<file path="src/rtl/pdm_mic_emulator_pkg.sv">
// Shared definitions for the PDM microphone emulator.
//   - PCM / integrator widths and the default oversampling ratio
//   - FSM state encoding
//   - saturation limits and feedback levels for the 2nd-order modulator
//   - sign-extension and saturation helpers
package pdm_mic_emulator_pkg;

    localparam int PCM_W   = 16;
    localparam int ACC_W   = PCM_W + 6;
    localparam int SUM_W   = ACC_W + 2;   // headroom for a + b - c before clamping
    localparam int OSR_DEF = 75;

    typedef enum logic [1:0] {
        ST_IDLE      = 2'd0,
        ST_WAIT_EDGE = 2'd1,
        ST_RUN       = 2'd2
    } state_t;

    localparam logic signed [ACC_W-1:0] ACC_MAX = {1'b0, {(ACC_W-1){1'b1}}};
    localparam logic signed [ACC_W-1:0] ACC_MIN = {1'b1, {(ACC_W-1){1'b0}}};

    // Feedback is +/- PCM full scale expressed at integrator width.
    localparam logic signed [ACC_W-1:0] FB_POS =
        {{(ACC_W-PCM_W){1'b0}}, 1'b1, {(PCM_W-1){1'b0}}};
    localparam logic signed [ACC_W-1:0] FB_NEG =
        {{(ACC_W-PCM_W+1){1'b1}}, {(PCM_W-1){1'b0}}};

    function automatic logic signed [SUM_W-1:0] sext_acc(input logic signed [ACC_W-1:0] v);
        return {{(SUM_W-ACC_W){v[ACC_W-1]}}, v};
    endfunction

    function automatic logic signed [ACC_W-1:0] sext_pcm(input logic signed [PCM_W-1:0] v);
        return {{(ACC_W-PCM_W){v[PCM_W-1]}}, v};
    endfunction

    function automatic logic signed [ACC_W-1:0] sat(input logic signed [SUM_W-1:0] v);
        logic signed [ACC_W-1:0] r;
        if (v > sext_acc(ACC_MAX)) begin
            r = ACC_MAX;
        end else if (v < sext_acc(ACC_MIN)) begin
            r = ACC_MIN;
        end else begin
            r = v[ACC_W-1:0];
        end
        return r;
    endfunction

endpackage

</file>
<file path="src/rtl/pdm_mic_emulator_if.sv">
// PCM sample stream into the emulator (valid/ready).
//   pcm_data   signed PCM sample
//   pcm_valid  sample offered by the source
//   pcm_ready  emulator can take the sample this cycle
// master = sample source, slave = emulator.
interface pdm_mic_emulator_if import pdm_mic_emulator_pkg::*; ();

    logic signed [PCM_W-1:0] pcm_data;
    logic                    pcm_valid;
    logic                    pcm_ready;

    modport master (
        output pcm_data,
        output pcm_valid,
        input  pcm_ready
    );

    modport slave (
        input  pcm_data,
        input  pcm_valid,
        output pcm_ready
    );

endinterface

</file>
<file path="src/rtl/pdm_mic_emulator_sd2_mod.sv">
// 2nd-order saturating sigma-delta modulator core.
//   clk, rstn_in  clock / async active-low reset
//   clear         synchronous clear of integrators and output bit (run start)
//   step          advance one PDM bit
//   x             signed PCM input
//   bit_d         bit that the current step produces (registered internally on step)
module pdm_sd2_mod import pdm_mic_emulator_pkg::*; (
    input  logic                    clk,
    input  logic                    rstn_in,
    input  logic                    clear,
    input  logic                    step,
    input  logic signed [PCM_W-1:0] x,
    output logic                    bit_d
);

    logic signed [ACC_W-1:0] i1_q, i2_q;
    logic signed [ACC_W-1:0] i1_d, i2_d;
    logic signed [ACC_W-1:0] fb;
    logic signed [SUM_W-1:0] s1, s2;
    logic                    bit_q;

    // Feedback comes from the previously emitted bit.
    assign fb   = bit_q ? FB_POS : FB_NEG;
    assign s1   = sext_acc(i1_q) + sext_acc(sext_pcm(x)) - sext_acc(fb);
    assign i1_d = sat(s1);
    assign s2   = sext_acc(i2_q) + sext_acc(i1_d) - sext_acc(fb);
    assign i2_d = sat(s2);
    assign bit_d = ~i2_d[ACC_W-1];

    always_ff @(posedge clk or negedge rstn_in) begin
        if (!rstn_in) begin
            i1_q  <= '0;
            i2_q  <= '0;
            bit_q <= 1'b0;
        end else if (clear) begin
            i1_q  <= '0;
            i2_q  <= '0;
            bit_q <= 1'b0;
        end else if (step) begin
            i1_q  <= i1_d;
            i2_q  <= i2_d;
            bit_q <= bit_d;
        end
    end

endmodule

</file>
<file path="src/rtl/pdm_mic_emulator.sv">
// PDM MEMS microphone emulator: takes PCM samples over valid/ready and drives a
// 1-bit PDM line in the half period of the external mic clock picked by mic_channel.
//   clk, rstn_in   system clock / async active-low reset
//   enable         run the modulator; low returns to idle with the pad released
//   pcm            PCM stream (slave side)
//   mic_clk        PDM bit clock from the decimator, asynchronous to clk
//   mic_channel    0: drive while mic_clk high, 1: drive while mic_clk low
//   mic_data       PDM bit
//   mic_data_oe    pad output enable
//   underrun       sticky: a sample window ended without a fresh sample
//
// state        | meaning
// ST_IDLE      | pad released, no samples taken
// ST_WAIT_EDGE | enabled, waiting for the first active mic_clk edge
// ST_RUN       | one modulator step per active edge, samples accepted
module pdm_mic_emulator import pdm_mic_emulator_pkg::*; #(
    parameter int OSR = OSR_DEF
) (
    input  logic                     clk,
    input  logic                     rstn_in,
    input  logic                     enable,
    pdm_mic_emulator_if.slave        pcm,
    input  logic                     mic_clk,
    input  logic                     mic_channel,
    output logic                     mic_data,
    output logic                     mic_data_oe,
    output logic                     underrun
);

    localparam int CNT_W = $clog2(OSR);

    state_t                  state_q, state_d;
    logic [2:0]              mclk_sync;
    logic                    rise_q, fall_q;
    logic                    chan_q;
    logic                    act_pulse, opp_pulse;
    logic                    en_q;
    logic                    step, start, stop, ready_c;
    logic                    wrap, accept;
    logic [CNT_W-1:0]        osr_cnt;
    logic signed [PCM_W-1:0] x_q, nxt_q;
    logic                    nxt_full;
    logic                    bit_d;

    // Two flops resynchronise the pin, the third gives the previous level; the
    // edge pulses are registered so they land three clocks after the pin edge.
    always_ff @(posedge clk or negedge rstn_in) begin
        if (!rstn_in) begin
            mclk_sync <= '0;
            rise_q    <= 1'b0;
            fall_q    <= 1'b0;
        end else begin
            mclk_sync <= {mclk_sync[1:0], mic_clk};
            rise_q    <= mclk_sync[1] & ~mclk_sync[2];
            fall_q    <= ~mclk_sync[1] & mclk_sync[2];
        end
    end

    assign act_pulse = chan_q ? fall_q : rise_q;
    assign opp_pulse = chan_q ? rise_q : fall_q;

    // While running, the channel pin only takes effect at an active edge so a
    // change cannot shorten or stretch the half period being driven.
    always_ff @(posedge clk or negedge rstn_in) begin
        if (!rstn_in) begin
            chan_q <= 1'b0;
        end else if ((state_q != ST_RUN) || act_pulse) begin
            chan_q <= mic_channel;
        end
    end

    always_ff @(posedge clk or negedge rstn_in) begin
        if (!rstn_in) begin
            state_q <= ST_IDLE;
        end else begin
            state_q <= state_d;
        end
    end

    always_comb begin
        state_d = state_q;
        step    = 1'b0;
        start   = 1'b0;
        stop    = 1'b0;
        ready_c = 1'b0;
        case (state_q)
            ST_IDLE: begin
                if (enable) begin
                    state_d = ST_WAIT_EDGE;
                    start   = 1'b1;
                end
            end
            ST_WAIT_EDGE: begin
                if (!enable) begin
                    state_d = ST_IDLE;
                    stop    = 1'b1;
                end else if (act_pulse) begin
                    state_d = ST_RUN;
                    step    = 1'b1;
                end
            end
            ST_RUN: begin
                ready_c = ~nxt_full;
                if (act_pulse) begin
                    if (enable) begin
                        step = 1'b1;
                    end else begin
                        state_d = ST_IDLE;
                        stop    = 1'b1;
                    end
                end
            end
            default: begin
                state_d = ST_IDLE;
            end
        endcase
    end

    assign pcm.pcm_ready = ready_c;
    assign accept        = pcm.pcm_valid & ready_c;
    assign wrap          = step && (osr_cnt == CNT_W'(OSR - 1));

    always_ff @(posedge clk or negedge rstn_in) begin
        if (!rstn_in) begin
            osr_cnt <= '0;
        end else if (start) begin
            osr_cnt <= '0;
        end else if (step) begin
            osr_cnt <= wrap ? '0 : osr_cnt + 1'b1;
        end
    end

    // No bypass from nxt to x: a sample accepted on the wrap cycle waits for
    // the following wrap, which keeps the latency a fixed one to two windows.
    always_ff @(posedge clk or negedge rstn_in) begin
        if (!rstn_in) begin
            x_q      <= '0;
            nxt_q    <= '0;
            nxt_full <= 1'b0;
        end else if (accept) begin
            nxt_q    <= pcm.pcm_data;
            nxt_full <= 1'b1;
        end else if (wrap && nxt_full) begin
            x_q      <= nxt_q;
            nxt_full <= 1'b0;
        end
    end

    always_ff @(posedge clk or negedge rstn_in) begin
        if (!rstn_in) begin
            en_q     <= 1'b0;
            underrun <= 1'b0;
        end else begin
            en_q <= enable;
            if (enable && !en_q) begin
                underrun <= 1'b0;
            end else if (wrap && !nxt_full) begin
                underrun <= 1'b1;
            end
        end
    end

    pdm_sd2_mod u_mod (
        .clk     (clk),
        .rstn_in (rstn_in),
        .clear   (start),
        .step    (step),
        .x       (x_q),
        .bit_d   (bit_d)
    );

    // The pad is driven only for the half period after the active edge and is
    // released on the opposite edge so another mic can share the line.
    always_ff @(posedge clk or negedge rstn_in) begin
        if (!rstn_in) begin
            mic_data    <= 1'b0;
            mic_data_oe <= 1'b0;
        end else if (stop) begin
            mic_data    <= 1'b0;
            mic_data_oe <= 1'b0;
        end else if (step) begin
            mic_data    <= bit_d;
            mic_data_oe <= 1'b1;
        end else if (opp_pulse) begin
            mic_data_oe <= 1'b0;
        end
    end

endmodule

</file>
<file path="src/flat_wrapper.sv">
// flat-port wrapper written by rule: the top's interface ports become plain ports
module pdm_mic_emulator_flat import pdm_mic_emulator_pkg::*;
#(
    parameter int OSR = OSR_DEF
)
  (clk, rstn_in, enable, mic_clk, mic_channel, mic_data, mic_data_oe, underrun, pcm_pcm_data, pcm_pcm_valid, pcm_pcm_ready);
  pdm_mic_emulator_if pcm_i ();
  input  logic clk;
  input  logic rstn_in;
  input  logic enable;
  input  logic mic_clk;
  input  logic mic_channel;
  output logic mic_data;
  output logic mic_data_oe;
  output logic underrun;
  input wire logic [$bits(pcm_i.pcm_data)-1:0] pcm_pcm_data;
  input wire logic [$bits(pcm_i.pcm_valid)-1:0] pcm_pcm_valid;
  output wire logic [$bits(pcm_i.pcm_ready)-1:0] pcm_pcm_ready;
  assign pcm_i.pcm_data = pcm_pcm_data;
  assign pcm_i.pcm_valid = pcm_pcm_valid;
  assign pcm_pcm_ready = pcm_i.pcm_ready;
  pdm_mic_emulator #(.OSR(OSR)) u_core (.clk(clk), .rstn_in(rstn_in), .enable(enable), .pcm(pcm_i), .mic_clk(mic_clk), .mic_channel(mic_channel), .mic_data(mic_data), .mic_data_oe(mic_data_oe), .underrun(underrun));
endmodule
</file>
<file path="config.mk">
export PLATFORM = sky130hd
export DESIGN_NAME = pdm_mic_emulator_flat
export DESIGN_NICKNAME = d
export VERILOG_FILES = /design/src/rtl/pdm_mic_emulator_pkg.sv /design/src/rtl/pdm_mic_emulator_if.sv /design/src/rtl/pdm_mic_emulator_sd2_mod.sv /design/src/rtl/pdm_mic_emulator.sv /design/src/flat_wrapper.sv
export SDC_FILE = /design/constraint.sdc
export NUM_CORES = 1
export LEC_CHECK = 0
export ABC_AREA = 1
export CAP_MARGIN = 20
export CELL_PAD_IN_SITES_DETAIL_PLACEMENT = 0
export CELL_PAD_IN_SITES_GLOBAL_PLACEMENT = 1
export CORE_ASPECT_RATIO = 1.2
export CORE_UTILIZATION = 42
export CTS_CLUSTER_DIAMETER = 40
export CTS_CLUSTER_SIZE = 28
export DETAILED_ROUTE_END_ITERATION = 8
export HOLD_SLACK_MARGIN = 0.08
export PLACE_DENSITY = 0.76
export SETUP_SLACK_MARGIN = 0.15
export SYNTH_ARGS = -nofsm -noshare
export SYNTH_HDL_FRONTEND = slang
export SYNTH_HIERARCHICAL = 1
export SYNTH_SLANG_ARGS = --single-unit
</file>
<file path="constraint.sdc">
create_clock -name clk -period 5 [get_ports clk]
set_input_delay 1.25 -clock clk [delete_from_list [all_inputs] [get_ports clk]]
set_output_delay 1.25 -clock clk [all_outputs]
set_load 0.05 [all_outputs]
</file>
==> results.cfg <==
[cts]
clock_sinks = 97
cts_hold_buf = 0
htree_levels = 3
clockRootBuffer = clkbuf_16
insertion_delay_ns = 0.36
cts_tree = done
path_clk_slew_ns = 0.08
clock_path_buffers = 2
numCtsBuffers = 9

[worst_setup_path]
cp.required_ns = 5.30
path_max_fanout = 7
cp.arrival_ns = 5.18
cp-start-kind = flip-flop
crit_family = adder cells
slowest_delay_ns = 0.52
path_buf_inv = 3
cp-end-kind = flip-flop
worst-setup-path-type = flip-flop to flip-flop
cp_slowest_cell = fa_2

[yosys]
yosys_warnings = 6
yosysTopAreaCell = dfrtp_1
synth_edf_count = 0
synth_seq_cells = 97
yosysSeqAreaShare_pct = 29.3
async_flop_share_pct = 100
avgSynthCellArea_sq_um = 6.91
synth_ff_type = dfrtp_1
synth_cell_type_count = 37
synth_top_area_share_pct = 29.3
synth.cell_area_sq_mm = 0.00828
yosys-top-cells-area = dfrtp_1 (29%), nand2_1 (19%), ha_1 (12%)
syn_nets = 1314
synth_cells = 1198

[global_route]
antenna_found_initial = 0
grt_usage_pct = 22.6
grt_max_degree = 62
first_global_vias = 7432
grt_pass1_wl_mm = 35.7
overflow = 0

[sta]
worst_slack_ns = 0.119
setup_viol = 0
finalHoldViolCount = 0
slew_headroom_pct = 48.8
drv_slew = 0
whs_ns = 0.358
skew_ns = 0.0157
max_slew.worst_pin.slew_ns = 0.767
finalCriticalPeriod_ns = 4.88
rsz0062_at_grt = yes
fin_crit_sh_pct = 97.6
fmax_ghz = 0.205

[floorplan]
start_util_pct = 43.4
io_pins = 26
die-area_sq_mm = 0.0203
die_h_microns = 156
rows = 55
die_w_microns = 130
core_sq_mm = 0.0191

[layout]
utilization_pct = 54.2
final_cell_mix = nand2_1 (352), inv_1 (222), dfrtp_1 (97)
area_delta_synth_final_pct = 24.8
final_common_cell = nand2_1
fill_cells = 1902
sequential_cell_area_sq_mm = 0.00243
multi_input_area_sq_mm = 0.00561
nets = 1381
drive_gt1_share_pct = 19.4
num_antenna_cells = 0
final_area_sq_mm = 0.0103

[routing]
dr.pass1.iters = 4
post_drt_wl_per_cell_microns = 14.6
viasPerCell = 4.87
initialDrtViolationCount = 399
wl_mm = 22.3
postRouteAntennaNets = 0
drc = 0
vias = 7424

[placed_design]
detailed_place_hpwl_mm = 16.9
place.gp.congestion = 0.889
port_buffers = 25
post-place-ws_ns = -0.00270
place_area_sq_mm = 0.00899

[min_path]
min_path_type = flip-flop to flip-flop

[run]
cap_viol_max_count = 0

[run_status]
status = complete, no violations
-- stage by stage --
step | TNS [ns] | cells
4_1_cts | 0 | 1503
5_1_grt | -1.65 | 1526
6_report | 0 | 1526
3_3_place_gp | 0 | 1487
3_5_place_dp | -0.00270 | 1487
2_1_floorplan | 0 | 1198
-- final timing paths --
check                                     from                    end  slack (ns)  cells after the start
setup reg to reg            u_core/u_mod/bit_q  u_core/u_mod/i2_q[15]        0.12                     25
hold reg to reg            u_core/mclk_sync[0]    u_core/mclk_sync[1]        0.36                      0
setup / recovery            u_core/u_mod/bit_q  u_core/u_mod/i2_q[15]        0.12                     25
hold / removal             u_core/mclk_sync[0]    u_core/mclk_sync[1]        0.36                      0
min in group asynchronous              rstn_in        u_core/nxt_q[6]        0.95                      1
max in group asynchronous              rstn_in  u_core/u_mod/i1_q[20]        3.01                      2
-- cell usage after synthesis (2+ instances only) --
cell and n:
dfrtp_1 97, xnor2_1 16, a21oi_1 58, o211ai_1 2, inv_2 3, nor2_8 2
nor2_2 5, a31oi_1 4, clkbuf_1 4, ha_1 82, nand3_1 36, mux2_2 16
and2_1 2, buf_4 3, nand3_2 4, buf_6 7, nor2_1 74, nand4_1 19
xor2_1 19, o21ai_1 10, nand2_2 14, o22ai_1 2, nand2_1 417, inv_1 227
nor3_1 8, fa_1 12, buf_2 5, o21ai_0 30, o21bai_1 7, a21boi_0 6
-- kinds of logic (layout without fill, tap and decap cells) --
| logic type | Yosys count | count (layout) | synth area share (%) |
|---|---|---|---|
| flops | 97 | 97 | 29.3 |
| mux | 16 | 16 | 2.18 |
| simple gates | 586 | 586 | 29.5 |
| fa+ha+maj | 94 | 94 | 15.3 |
| buf+inv | 250 | 322 | 12.2 |
| xor+xnor | 35 | 35 | 3.70 |
| compound gates | 120 | 120 | 7.84 |
-- per-layer routing --
| metal | up-vias | GRT usage [%] | wire length [microns] |
|---|---|---|---|
| met1 | 3472 | 28.6 | 10200 |
| met4 | 0 | 8.03 | 616 |
| li1 | 3836 | - | - |
| met2 | 86 | 40.1 | 11100 |
| met3 | 30 | 1.78 | 410 |
| met5 | - | 0 | 0 |
-- timing repair --
action,in CTS,in global routing
cloned,0,5
buffers inserted,0,18
pin swaps,0,52
gates resized for setup,15,155
endpoints found under the setup margin,23,24
-- sequential cells by signal (all words and copies together) (netlist names) --
register / count
u_core/nxt_q: 16
u_core/nxt_full: 1
u_core/mic_data_oe: 1
u_core/chan_q: 1
u_core/mclk_sync: 3
u_core/underrun: 1
u_core/u_mod/bit_q: 1
u_core/en_q: 1
u_core/u_mod/i1_q: 22
u_core/osr_cnt: 7
u_core/state_q: 2
u_core/u_mod/i2_q: 22
u_core/x_q: 16
u_core/rise_q: 1
u_core/mic_data: 1
u_core/fall_q: 1
-- final cells by class --
| class | count | area share, % |
|---|---|---|
| clock buffers | 9 | 2.18 |
| clock inverters | 7 | 0.909 |
| multi-input cells | 851 | 54.3 |
| flip-flops and latches | 97 | 23.5 |
| inverters | 230 | 8.36 |
| repair buffers | 76 | 7.62 |
| well taps | 256 | 3.10 |
Power is left out: the tool's default activity adds up to more than one toggle a clock period on the data nets, which glitch-free logic cannot reach.
